`src/rtl/noc_config_pkg.sv`:
```
// ----------------------------------------------------------------------------
// noc_config_pkg
//   Network-on-chip configuration shared by every router stage: the
//   noc_config struct and the default configuration used when a stage is
//   instantiated without an override.
// ----------------------------------------------------------------------------
package noc_config_pkg;

  typedef struct packed {
    int unsigned data_width;        // flit payload width in bits
    int unsigned virtual_channels;  // number of VCs per link
    int unsigned input_fifo_depth;  // flits buffered per VC at a router input
  } noc_config;

  localparam noc_config NOC_DEFAULT_CONFIG = '{
    data_width:       32'd16,
    virtual_channels: 32'd3,
    input_fifo_depth: 32'd8
  };

endpackage

```
`src/rtl/noc_flit_pkg.sv`:
```
// ----------------------------------------------------------------------------
// noc_flit_pkg
//   Flit-level types shared by the router stages: the flit record
//   (framing bits + payload, sized from the default configuration) and the
//   per-VC packet framing state.
// ----------------------------------------------------------------------------
package noc_flit_pkg;

  import noc_config_pkg::*;

  localparam int unsigned NOC_FLIT_DATA_W = NOC_DEFAULT_CONFIG.data_width;

  typedef struct packed {
    logic                       head;
    logic                       tail;
    logic [NOC_FLIT_DATA_W-1:0] data;
  } noc_flit;

  // IDLE: between packets, BUSY: inside a packet (head seen, tail not yet)
  typedef enum logic {
    IDLE = 1'b0,
    BUSY = 1'b1
  } noc_vc_frame_state;

endpackage

```
`src/rtl/noc_vc_fifo.sv`:
```
// ----------------------------------------------------------------------------
// noc_vc_fifo
//   Single-VC flit FIFO. Pointers wrap explicitly at DEPTH-1 so DEPTH need not
//   be a power of two. Full/empty flags are flops so the router input sees
//   them straight from registers.
//   Optional macro NOC_VC_BUFFER_STATUS_EN adds the occupancy and
//   almost-full outputs.
// Ports
//   clk, rst_n  clock, async active-low reset (pointers/count/flags only)
//   push_i      write wdata_i (ignored while full)
//   wdata_i     entry to store
//   pop_i       drop the head entry (ignored while empty)
//   rdata_o     head entry
//   full_o      count == DEPTH
//   empty_o     count == 0
//   count_o     occupancy               (NOC_VC_BUFFER_STATUS_EN only)
//   afull_o     count >= DEPTH-1        (NOC_VC_BUFFER_STATUS_EN only)
// ----------------------------------------------------------------------------
module noc_vc_fifo #(
  parameter  int unsigned WIDTH = 18,
  parameter  int unsigned DEPTH = 8,
  localparam int unsigned PTRW  = (DEPTH > 32'd1) ? $clog2(DEPTH) : 1,
  localparam int unsigned CNTW  = $clog2(DEPTH + 32'd1)
) (
  input  logic             clk,
  input  logic             rst_n,
  input  logic             push_i,
  input  logic [WIDTH-1:0] wdata_i,
  input  logic             pop_i,
  output logic [WIDTH-1:0] rdata_o,
  output logic             full_o,
  output logic             empty_o
`ifdef NOC_VC_BUFFER_STATUS_EN
  ,
  output logic [CNTW-1:0]  count_o,
  output logic             afull_o
`endif
);

  logic [WIDTH-1:0] mem_q [DEPTH];
  logic [PTRW-1:0]  wr_ptr_q, wr_ptr_d;
  logic [PTRW-1:0]  rd_ptr_q, rd_ptr_d;
  logic [CNTW-1:0]  count_q, count_d;
  logic             full_q, full_d;
  logic             empty_q, empty_d;
  logic             do_push_s, do_pop_s;

  function automatic logic [PTRW-1:0] ptr_next(input logic [PTRW-1:0] ptr);
    if (ptr == PTRW'(DEPTH - 32'd1)) begin
      return '0;
    end else begin
      return ptr + PTRW'(1'b1);
    end
  endfunction

  assign do_push_s = push_i && !full_q;
  assign do_pop_s  = pop_i && !empty_q;

  // Next pointers, occupancy and flags
  always_comb begin
    wr_ptr_d = wr_ptr_q;
    rd_ptr_d = rd_ptr_q;
    count_d  = count_q;
    if (do_push_s) begin
      wr_ptr_d = ptr_next(wr_ptr_q);
    end else begin
      wr_ptr_d = wr_ptr_q;
    end
    if (do_pop_s) begin
      rd_ptr_d = ptr_next(rd_ptr_q);
    end else begin
      rd_ptr_d = rd_ptr_q;
    end
    if (do_push_s && !do_pop_s) begin
      count_d = count_q + CNTW'(1'b1);
    end else if (!do_push_s && do_pop_s) begin
      count_d = count_q - CNTW'(1'b1);
    end else begin
      count_d = count_q;
    end
    full_d  = (count_d == CNTW'(DEPTH));
    empty_d = (count_d == '0);
  end

  // Control state registers
  always_ff @(posedge clk or negedge rst_n) begin
    if (!rst_n) begin
      wr_ptr_q <= '0;
      rd_ptr_q <= '0;
      count_q  <= '0;
      full_q   <= 1'b0;
      empty_q  <= 1'b1;
    end else begin
      wr_ptr_q <= wr_ptr_d;
      rd_ptr_q <= rd_ptr_d;
      count_q  <= count_d;
      full_q   <= full_d;
      empty_q  <= empty_d;
    end
  end

  // Flit storage, deliberately not reset
  always_ff @(posedge clk) begin
    if (do_push_s) begin
      mem_q[wr_ptr_q] <= wdata_i;
    end
  end

  assign rdata_o = mem_q[rd_ptr_q];
  assign full_o  = full_q;
  assign empty_o = empty_q;

`ifdef NOC_VC_BUFFER_STATUS_EN
  logic afull_q;

  // Almost-full flag, registered from next occupancy
  always_ff @(posedge clk or negedge rst_n) begin
    if (!rst_n) begin
      afull_q <= 1'b0;
    end else begin
      afull_q <= (count_d >= CNTW'(DEPTH - 32'd1));
    end
  end

  assign count_o = count_q;
  assign afull_o = afull_q;
`endif

endmodule

```
`src/rtl/noc_input_vc_buffer.sv`:
```
// ----------------------------------------------------------------------------
// noc_input_vc_buffer
//   Router input stage: one FIFO per virtual channel, head-of-queue flit of
//   every VC presented to route/arbitration, and a per-VC head/tail framing
//   checker with a sticky error flag. Flits addressed to a non-existent VC
//   are silently ignored.
//   Optional macro NOC_VC_BUFFER_STATUS_EN adds o_count / o_almost_full.
// Ports
//   clk, rst_n        clock, async active-low reset
//   i_valid/i_vc      incoming flit valid and target VC
//   i_head/i_tail     incoming framing bits
//   i_data            incoming payload
//   o_ready[VC]       per-VC space available (from flops)
//   o_valid[VC]       per-VC head-of-queue valid
//   o_head/o_tail[VC] per-VC head-of-queue framing bits
//   o_data            per-VC payload, VC v at [v*DW +: DW]
//   i_ready[VC]       per-VC downstream pop
//   o_protocol_error  per-VC sticky framing error
//   o_count           per-VC occupancy, CNTW bits each (status build)
//   o_almost_full     per-VC count >= DEPTH-1         (status build)
// ----------------------------------------------------------------------------
module noc_input_vc_buffer
  import noc_config_pkg::*;
  import noc_flit_pkg::*;
#(
  parameter  noc_config   CONFIG = NOC_DEFAULT_CONFIG,
  localparam int unsigned DW     = CONFIG.data_width,
  localparam int unsigned VC     = CONFIG.virtual_channels,
  localparam int unsigned DEPTH  = CONFIG.input_fifo_depth,
  localparam int unsigned VCW    = (VC > 32'd1) ? $clog2(VC) : 1,
  localparam int unsigned CNTW   = $clog2(DEPTH + 32'd1)
) (
  input  logic             clk,
  input  logic             rst_n,
  input  logic             i_valid,
  input  logic [VCW-1:0]   i_vc,
  input  logic             i_head,
  input  logic             i_tail,
  input  logic [DW-1:0]    i_data,
  output logic [VC-1:0]    o_ready,
  output logic [VC-1:0]    o_valid,
  output logic [VC-1:0]    o_head,
  output logic [VC-1:0]    o_tail,
  output logic [VC*DW-1:0] o_data,
  input  logic [VC-1:0]    i_ready,
  output logic [VC-1:0]    o_protocol_error
`ifdef NOC_VC_BUFFER_STATUS_EN
  ,
  output logic [VC*CNTW-1:0] o_count,
  output logic [VC-1:0]      o_almost_full
`endif
);

  if (DEPTH < 32'd2 || VC < 32'd1) begin : g_cfg_check
    $error("noc_input_vc_buffer: input_fifo_depth must be >= 2 and virtual_channels >= 1");
  end

  for (genvar v = 0; v < VC; v++) begin : g_vc
    logic [DW+1:0]     rd_s;
    logic              full_s;
    logic              empty_s;
    logic              push_s;
    logic              pop_s;
    noc_vc_frame_state frame_q;
    logic              err_q;

    // An out-of-range i_vc matches no generated VC, so it is dropped here.
    assign push_s = i_valid && (i_vc == VCW'(v)) && !full_s;
    assign pop_s  = i_ready[v] && !empty_s;

    noc_vc_fifo #(
      .WIDTH (DW + 32'd2),
      .DEPTH (DEPTH)
    ) u_fifo (
      .clk     (clk),
      .rst_n   (rst_n),
      .push_i  (push_s),
      .wdata_i ({i_head, i_tail, i_data}),
      .pop_i   (pop_s),
      .rdata_o (rd_s),
      .full_o  (full_s),
      .empty_o (empty_s)
`ifdef NOC_VC_BUFFER_STATUS_EN
      ,
      .count_o (o_count[v*CNTW +: CNTW]),
      .afull_o (o_almost_full[v])
`endif
    );

    // Framing checker: advances on accepted flits only; a bad flit is still stored
    always_ff @(posedge clk or negedge rst_n) begin
      if (!rst_n) begin
        frame_q <= IDLE;
        err_q   <= 1'b0;
      end else if (push_s) begin
        case (frame_q)
          IDLE: begin
            if (!i_head) begin
              err_q <= 1'b1;
            end else if (!i_tail) begin
              frame_q <= BUSY;
            end else begin
              frame_q <= IDLE;
            end
          end
          BUSY: begin
            if (i_head) begin
              err_q <= 1'b1;
            end else if (i_tail) begin
              frame_q <= IDLE;
            end else begin
              frame_q <= BUSY;
            end
          end
          default: begin
            frame_q <= IDLE;
          end
        endcase
      end
    end

    assign o_ready[v]          = !full_s;
    assign o_valid[v]          = !empty_s;
    assign o_head[v]           = rd_s[DW+1];
    assign o_tail[v]           = rd_s[DW];
    assign o_data[v*DW +: DW]  = rd_s[DW-1:0];
    assign o_protocol_error[v] = err_q;
  end

endmodule

```
`config.mk`:
```
export PLATFORM = sky130hd
export DESIGN_NAME = noc_input_vc_buffer
export DESIGN_NICKNAME = d
export VERILOG_FILES = /design/src/rtl/noc_config_pkg.sv /design/src/rtl/noc_flit_pkg.sv /design/src/rtl/noc_vc_fifo.sv /design/src/rtl/noc_input_vc_buffer.sv
export SDC_FILE = /design/constraint.sdc
export NUM_CORES = 1
export LEC_CHECK = 0
export ABC_AREA = 1
export CORE_MARGIN = 3
export CORE_UTILIZATION = 58
export CTS_CLUSTER_DIAMETER = 150
export DETAILED_ROUTE_END_ITERATION = 8
export PLACE_DENSITY = 0.77
export SLEW_MARGIN = 10
export SYNTH_ARGS = -nofsm -noshare
export SYNTH_HDL_FRONTEND = slang
export SYNTH_SLANG_ARGS = --single-unit
```
`constraint.sdc`:
```
create_clock -name clk -period 3.35 [get_ports clk]
set_clock_uncertainty 0.05 [all_clocks]
set_input_delay 1.005 -clock clk [delete_from_list [all_inputs] [get_ports clk]]
set_output_delay 1.005 -clock clk [all_outputs]
set_load 0.05 [all_outputs]
```
==> Word level (Yosys, flattened, before mapping) <==
Memories as Yosys holds them, arrays and structs flattened.
Cells that the tools add are included.
{ "totals": {"register_bits": 42, "ram_bits": 432, "input_bits": 26, "output_inout_bits": 63, "word_cells": 125, "mem_count": 3} }
{ "classes": {"n_addsub": 12, "n_eq_ne": 17, "n_mux": 29, "bitwise": 3, "n_reduce_logical": 40} }
{ "mem_list": {"columns": ["name", "depth", "word_bits", "read_ports", "rd_clocked_by_memory_dff", "write_ports", "line", "source"], "rows": [
  ["g_vc[0].u_fifo.mem_q", 8, 18, 1, 0, 1, "noc_vc_fifo.sv:40", "logic [WIDTH-1:0] mem_q [DEPTH];"],
  ["g_vc[1].u_fifo.mem_q", 8, 18, 1, 0, 1, "noc_vc_fifo.sv:40", null],
  ["g_vc[2].u_fifo.mem_q", 8, 18, 1, 0, 1, "noc_vc_fifo.sv:40", null]
]} }
{ "ops": {"columns": ["cell", "count"], "rows": [
  ["$mux W4", 6],
  ["$logic_and A1 B1 Y1", 21],
  ["$add A3 B1 Y3 const B", 6],
  ["$eq A3 B3 Y1 const B", 6],
  ["$mux W3", 6],
  ["$add A4 B1 Y4 const B", 3],
  ["$eq A4 B4 Y1 const B", 3],
  ["$logic_not A1 Y1", 12],
  ["$logic_not A4 Y1", 3],
  ["$ne A2 B2 Y1 const B", 6],
  ["$pmux W1 S2", 6],
  ["$sub A4 B1 Y4 const B", 3],
  ["$mux W1", 11],
  ["$reduce_and A3 Y1", 3],
  ["$not A1 Y1", 3],
  ["$eq A2 B1 Y1 const B", 1],
  ["$eq A2 B2 Y1 const B", 1],
  ["$logic_not A2 Y1", 1]
]} }

==> Depth between registers and ports, before layout <==
{ "logic_depth": {"word_depth": 9, "mapped_depth": 10, "ltp_nobuf": 10} }

==> Cells and area by module <==
A second synthesis with hierarchy kept.
{ "unflattened": {"hier_cells": 1686, "area_unflattened_um2": 19583.8} }
{ "modules_own_cells": {"columns": ["mod", "instances", "cells_per_inst", "area_each_um2"], "rows": [
  ["noc_vc_fifo (g_vc[1].u_fifo)", 1, 539, 6403.6],
  ["noc_vc_fifo (g_vc[0].u_fifo)", 1, 542, 6376.1],
  ["noc_vc_fifo (g_vc[2].u_fifo)", 1, 537, 6357.3],
  ["noc_input_vc_buffer", 1, 68, 446.7]
]} }

==> Worst setup path after synthesis <==
Ideal clock, no wire load.
{ "synth_timing": {"path_kind": "input to register", "start": "input i_vc[0]", "end": "memory g_vc[2].u_fifo.mem_q[4][0] (enable)", "setup_ps": 416, "t_arrival_ps": 2868, "path_slack_ps": 17, "stages": 4, "path_buffers": 0, "path_cell_list": "nor2_2 > nand2_4 > or2_2 > nor3_1"} }
{ "synth_via": {"elab_chain_len": 6} }
{ "synth_lines": {"columns": ["element", "line", "source"], "rows": [
  ["from (decl)", "noc_input_vc_buffer.sv:36", "input logic [VCW-1:0] i_vc,"],
  ["$eq A2 B2 Y1", "noc_input_vc_buffer.sv:68", "assign push_s = i_valid && (i_vc == VCW'(v)) && !full_s;"],
  ["$logic_and A1 B1 Y1 (2 in series)", "noc_input_vc_buffer.sv:68", null],
  ["$logic_and A1 B1 Y1", "noc_vc_fifo.sv:56", "assign do_push_s = push_i && !full_q;"],
  ["$mux W1", "noc_vc_fifo.sv:104", "if (do_push_s) begin"],
  ["$mux W1 (not written as such)", "noc_vc_fifo.sv:105", "mem_q[wr_ptr_q] <= wdata_i;"],
  ["to (decl)", "noc_vc_fifo.sv:40", null]
]} }
Every way passes these cells.

==> Final worst setup path <==
{ "layout_timing": {"start": "register g_vc[2].u_fifo.rd_ptr_q[0]", "end": "output o_data[47]"} }
{ "layout_via": {"elab_chain_len": 1} }
{ "layout_lines": {"columns": ["element", "line", "source"], "rows": [
  ["from (decl)", "noc_vc_fifo.sv:42", "logic [PTRW-1:0] rd_ptr_q, rd_ptr_d;"],
  ["from (signal assigned)", "noc_vc_fifo.sv:95", "rd_ptr_q <= rd_ptr_d;"],
  ["$mem_v2 Z8 W18", null, null],
  ["to (decl)", "noc_input_vc_buffer.sv:44", "output logic [VC*DW-1:0] o_data,"]
]} }
Every way passes these cells.

==> impl_metrics.toml <==
[synthesis]
synth-adder-area-share_pct = 1.17
postSynthAreaPerCell_um2 = 12.0
synth_top_family_by_area = "simple AND/OR/NAND/NOR gates"
yosys.area_share.xor_xnor_pct = 0.320
synth_mux_area_share_pct = 0.0522
synthCells = 1598
yosys_warnings = 0
ys_seq_area_share_pct = 73.1
yosys.area_share.simple_pct = 12.5
synth_area_mm2 = 0.0192
synth_compound_area_share_pct = 9.62
synth.distinct_cells = 34
ys_seq_elements = 474
syn_nets = 1642

[critical_path]
arrival_ps = 2250
worstPathCellList = "inv_2 > buf_12 > nor2_1 > o21ai_0 > a21oi_1 > a31oi_1 > buf_12"
worstPathRequired_ps = 2290
critPathKind = "flop to primary output"
cp_num_buf_inv = 3
cp_top_family = "compound AO/OA/AOI/OAI gates"
cp-start-kind = "flop"
worstReg2RegEnd = "g_vc[1].u_fifo.empty_o"
crit-reg2reg-launch = "g_vc[1].u_fifo.empty_o"
reg2regPathDepth = 10
end_kind = "primary output"
cpMostUsedCell = "buf_12"
reg2reg_slack_ps = 1440
worst-path-stages = 7
worst_path_max_delay_cell = "dfrtp_2"
crit_path_start = "g_vc[2].u_fifo.rd_ptr_q[0]"
slowest_delay_ps = 460
crit_fanout = 37

[status]
status = "complete, no violations"

[cts]
cts_tree = "done"
clkTransAtPathRegs_ps = 60
cts_made_buffers = 47
clk_latency_ps = 550
cts_hold_buf = 0
clock-sinks = 474
cts_root_buf = "clkbuf_16"
clockBufferDepth = 3
h-tree-depth = 2

[hold_path]
min_path_type = "primary input to asynchronous set/reset pin"

[floorplan]
dieArea_mm2 = 0.0353
ios = 89
start_util_pct = 59.8
placementRows = 65
coreArea_mm2 = 0.0320
dieHeight_um = 188
die_x_um = 188

[layout]
post_route_cells_drive_above_1_share_pct = 14.7
fin_nets = 1778
fillers = 2002
area_delta_synth_final_pct = 20.7
layout.cells.non_filler = 2207
finish.utilization_pct = 72.2
n_antenna_cell = 0

[sta]
maxSlewViolCount = 0
period_minus_slack_ps = 3310
setup_violations = 0
hold_violations = 0
whs_ps = 408
post-route-period-util_pct = 98.7
rsz0062_at_grt = "yes"
timing.fmax_mhz = 302
worst_pin_slew_ps = 582
timing.final.ws_setup_ps = 42.8
maxSlewHeadroom_pct = 60.8

[place]
port-buffer-count = 88
dp_hpwl_mm = 29.1
pre_cts_ws_ps = 290
dp_cells = 2115
place.gp.congestion = 0.846

[global_route]
grt_pass1_vias = 12694
grt_max_degree = 75
grt_first_pass_wirelength_mm = 72.5
antenna_found_initial = 0
track_usage_pct = 27.0
grt_overflow_total = 0

[route]
routed_wirelength_mm = 49.0
drt-initial-drc-count = 1752
vias = 13047
drtPass1Iterations = 5
wl_per_cell_um = 22.2
antenna_left = 0
drc = 0
post_drt_via_cell_ratio = 5.91

[power]
total_power_w = 0.0228
ir_drop_mv = 1.17
p_leak_nw = 8.47
p_per_area_mw_per_mm2 = 985

[flow_run]
drv_cap = 0
-- final cells by class --
cell class	instances	area, µm²	area share [%]
Clock inverter	34	262	1.13
Inverter	56	223	0.962
Clock buffer	53	1250	5.41
Multi-Input combinational cell	988	4670	20.2
Timing Repair Buffer	167	2170	9.38
Sequential cell	474	14000	60.6
Tap cell	435	544	2.35
-- Yosys cell counts (all sizes together) --
master   instances  area (µm²)
nor2           327        1240
inv             52         195
edfxtp         432       13000
xnor2            2        17.5
a31oi           54         338
buf             51         288
o21a             2        15.0
a21oi           56         280
o21ai          231        1160
clkbuf          29         111
dfrtp           39         976
o22ai            1        6.26
clkinv           4        15.0
nand3           22         120
a2bb2oi          3        26.3
nand2          254         988
ha              18         225
o21bai           3        22.5
or2              4        25.0
nand4            1        6.26
nor3             4        20.0
dfstp            3        78.8
mux2i            1        10.0
xor2             5        43.8
-- how the worst max path moves through the flow --
stage	to	slack (ps)
6_report	o_data[47]	40
3_3_place_gp	g_vc[0].u_fifo.mem_q[2][13]	360
5_1_grt	o_data[25]	-8
2_1_floorplan	g_vc[2].u_fifo.mem_q[4][0]	20
4_1_cts	o_data[42]	10
3_5_place_dp	g_vc[0].u_fifo.mem_q[4][8]	290
-- registers in the layout, summed over array words and instances (netlist names) --
| name | flops |
|---|---|
| g_vc.u_fifo.mem_q | 432 |
| g_vc.u_fifo.count_q | 12 |
| g_vc.u_fifo.wr_ptr_q | 9 |
| g_vc.u_fifo.rd_ptr_q | 9 |
| g_vc.u_fifo.empty_o | 3 |
| g_vc.u_fifo.full_o | 3 |
| g_vc.frame_q | 3 |
| g_vc.err_q | 3 |
-- through the flow --
| stage | setup TNS [ps] | cell area (µm²) |
|---|---|---|
| final | 0 | 23100 |
| after global placement | 0 | 21400 |
| after floorplan | 0 | 19200 |
| after global routing | -18.4 | 23100 |
| after detailed placement | 0 | 21400 |
| after CTS | 0 | 23000 |
-- routing by layer --
layer / wire [µm] / vias to the layer above / share of wire [%] / global-route usage, %
met5: 0 / - / 0 / 0
met4: 2010 / 0 / 4.1 / 11.4
met3: 5390 / 134 / 11 / 5.27
met2: 23700 / 844 / 48 / 43.8
met1: 17800 / 6181 / 36 / 36.1
li1: - / 5888 / - / -
-- cells in the final DEF (no fill, tap or decap), types with 8 or more instances in the layout --
cell type	instances
clkbuf_16	52
a21oi_1	56
nand3_1	20
clkinv_1	17
nand2_1	246
dfrtp_1	35
clkdlybuf4s50_1	33
a31oi_1	37
buf_12	60
buf_4	64
ha_1	18
clkinv_2	13
edfxtp_1	432
inv_1	41
o21ai_0	211
o21ai_1	20
inv_2	8
nor2_1	322
a31oi_2	16
-- kinds of logic after synthesis --
| logic type | after synthesis |
|---|---|
| buffers and inverters | 136 |
| flip-flops | 474 |
| multiplexers | 1 |
| AND/OR/NAND/NOR | 612 |
| AO/OA/AOI/OAI | 350 |
| adder cells (fa/ha/maj) | 18 |
| XOR/XNOR | 7 |
-- power by group --
| part | internal (W) | switching [W] |
|---|---|---|
| clock | 0.00298 | 0.00216 |
| combinational | 0.00390 | 0.00659 |
| sequential | 0.00689 | 0.000278 |
| total | 0.0138 | 0.00903 |
-- what timing repair did --
action / CTS / global route
resized for setup: 15 / 24
cloned: 0 / 3
setup endpoints to repair: 27 / 37
setup buffers: 0 / 2
No activity file was read; power rests on OpenSTA's default activity.
==> edit: new RTL, same settings <==
Register the output `o_protocol_error` once more, without a reset; this adds one clock of latency there. The other outputs are not delayed to match.
--- a/src/rtl/noc_input_vc_buffer.sv
+++ b/src/rtl/noc_input_vc_buffer.sv
@@ -50,6 +50,8 @@
   output logic [VC-1:0]      o_almost_full
 `endif
 );
+
+  logic [VC-1:0] o_protocol_error_d;
 
   if (DEPTH < 32'd2 || VC < 32'd1) begin : g_cfg_check
     $error("noc_input_vc_buffer: input_fifo_depth must be >= 2 and virtual_channels >= 1");
@@ -124,7 +126,11 @@
     assign o_head[v]           = rd_s[DW+1];
     assign o_tail[v]           = rd_s[DW];
     assign o_data[v*DW +: DW]  = rd_s[DW-1:0];
-    assign o_protocol_error[v] = err_q;
+    assign o_protocol_error_d[v] = err_q;
+  end
+
+  always_ff @(posedge clk) begin
+    o_protocol_error <= o_protocol_error_d;
   end
 
 endmodule
Formal check against the unedited RTL: not equivalent (a bounded check fails within 4 cycles, from zero or initial values and one cycle with rst_n low).
==> edit against the unedited design <==
  * Setup slack improved by 6.9 ps
  * Area after synthesis rose by 0.20%
  * Count of clock-buffer cells in the layout rose by 13
  * Power rose by 1.1%
  * Die area rose by 0.19%
  * Critical path type unchanged
  * Sequential cell count rose by 3
  * Cell area rose by 1.2%
  * Clock power rose by 1%
  * Highest routed layer is now met5
  * Routed wire length rose by 2.8%
  * Synthesized cell count did not move
  * Cell count rose by 0.27%
  * Critical endpoint is now o_data[42]
==> edit: results (changes against the unedited design) <==
[placed_design]
dp.final_hpwl_um=30070  ; was 29100 um
gp_congestion=0.8489  ; was 0.8456
port_buffers=88  ; unchanged
placed_area_um2=21610  ; was 21380 um^2
place_ws_ps=192.6  ; was 289.6 ps
dp.cells=2126  ; was 2115

[clocking]
clock_latency_ps=550  ; about the same
h-tree-depth=2  ; unchanged
cts_buffer_depth=3  ; unchanged
root_buffer=clkbuf_16  ; unchanged
cts_buffers=46  ; was 47
clk_pin_slew_ps=70

[detailed_routing]
wl_met3_um=5098  ; was 5390 um
initialDrtViolationCount=1893  ; was 1752
vias_per_cell=5.955  ; was 5.912
wl_per_cell_um=22.76  ; was 22.19 um
drt-met1-wl_um=18240  ; was 17850 um
wl_met2_um=24800  ; was 23720 um
wl_um=50360  ; was 48980 um
top_layer=met5  ; was met4
first_pass_iters=7  ; was 5

[global_route]
first_global_vias=12830  ; was 12690
grt_util_all_layers_pct=27.99  ; was 26.97%
grt_max_degree=50  ; was 75
grt_antenna_before_repair=1  ; was 0
grt_pass1_wl_um=74890  ; was 72530 um

[setup_path]
crit_fanout=27  ; was 37
slowest_delay_ps=520  ; was 460 ps
critical_path_arrival_ps=2250  ; about the same
cpMaxStageDelayCell=dfrtp_2  ; unchanged
critPathTopFamily=compound AO/OA/AOI/OAI gates  ; unchanged

[timing]
setup_violations=0  ; unchanged
worstMarginPinSlew_ps=906.9  ; was 581.6 ps

[yosys]
synth_area_per_cell_um2=12.02  ; was 12.00 um^2
ys_async_sr_fraction_pct=8.805  ; was 8.861%
yosys_warnings=0  ; unchanged
synth_edf_count=432  ; unchanged
synthDistinctLibCells=35  ; was 34
synth.area.top_cells=edfxtp_1 (68%), nor2_1 (6.3%), o21ai_0 (5.6%)  ; unchanged
synth_nets=1642  ; unchanged
yosysSeqAreaShare_pct=73.32  ; was 73.15%
synth_commonest_cells=edfxtp_1 (432), nor2_1 (322), nand2_1 (246)  ; unchanged

[cells_and_area]
final_nets=1778  ; unchanged
synthToLayoutAreaGrowth_pct=21.96  ; was 20.71%
diodes=0  ; unchanged
drive_above_1_share_pct=15.42  ; was 14.73%
top_regs=g_vc.u_fifo.mem_q (432), g_vc.u_fifo.count_q (12)  ; unchanged
nFillCells=2004  ; was 2002

[min_path]
hp-class=reg -> reg  ; was in -> async

[pwr]
ir_drop_mv=1.097  ; was 1.166 mV
p_leak_nw=8.510  ; was 8.467 nW

[outcome]
status=finished clean  ; unchanged

## edit: cell count changes in the layout (fill, tap and decap cells not counted), sizes merged
cell / delta
inv: +1
dfxtp: +3
clkinv: -14
clkinvlp: -2
clkbuf: +11
## edit: timing repair
item,in CTS,in global routing
hold buffers,0,0
pin swaps,1,4
setup buffers,1,0
setup endpoints to repair,49,44
cloned,0,1
resized for setup,23,39
endpoints found under the hold margin,0,0
## edit: kinds of logic after synthesis
| kind of cell | share of synthesized area [%] |
|---|---|
| AOI/OAI and AO/OA | 9.598 |
| muxes | 0.05210 |
| DFF | 73.32 |
| buffers and inverters | 3.054 |
| xor gates and xnor gates | 0.3191 |
| and+or+nand+nor | 12.49 |
| adders and majority gates | 1.172 |
## edit: path summary, 6_finish.rpt
| check | startpoint | end | slack (ps) | cells past startpoint |
|---|---|---|---|---|
| max in group asynchronous | rst_n | g_vc[0].u_fifo.empty_o$_DFF_PN1_ | 1980 | 2 |
| min reg2reg | g_vc[2].err_q$_DFFE_PN0P_ | o_protocol_error[2]$_DFF_P_ | 340 | 0 |
| max reg2reg | g_vc[2].u_fifo.full_o$_DFF_PN0_ | g_vc[2].u_fifo.mem_q[4][0]$_DFFE_PP_ | 1540 | 5 |
| min | g_vc[2].err_q$_DFFE_PN0P_ | o_protocol_error[2]$_DFF_P_ | 340 | 0 |
| min in group asynchronous | rst_n | g_vc[1].u_fifo.count_q[2]$_DFF_PN0_ | 530 | 1 |
| max | g_vc[2].u_fifo.rd_ptr_q[1]$_DFFE_PN0P_ | o_data[42] | 50 | 6 |
## edit: area by class of cell
type	instances	area share (%)
Timing Repair Buffer	165	9.717
Inverter	56	0.9664
Multi-Input combinational cell	988	20.33
Tap cell	442	2.360
Sequential cell	477	60.13
Clock buffer	66	5.675
Clock inverter	19	0.8169
## edit: layer usage
layer  GRT usage [%]  vias up
met5               0        -
met4           12.01        2
met3           4.973      150
met2           45.84      787
met1           37.35     6346
li1                -     5894
## edit: power breakdown
part	total [mW]	switching, mW	internal, mW
Sequential	7.25	0.316	6.94
Clock	5.19	2.13	3.06
Combinational	10.6	6.66	3.96
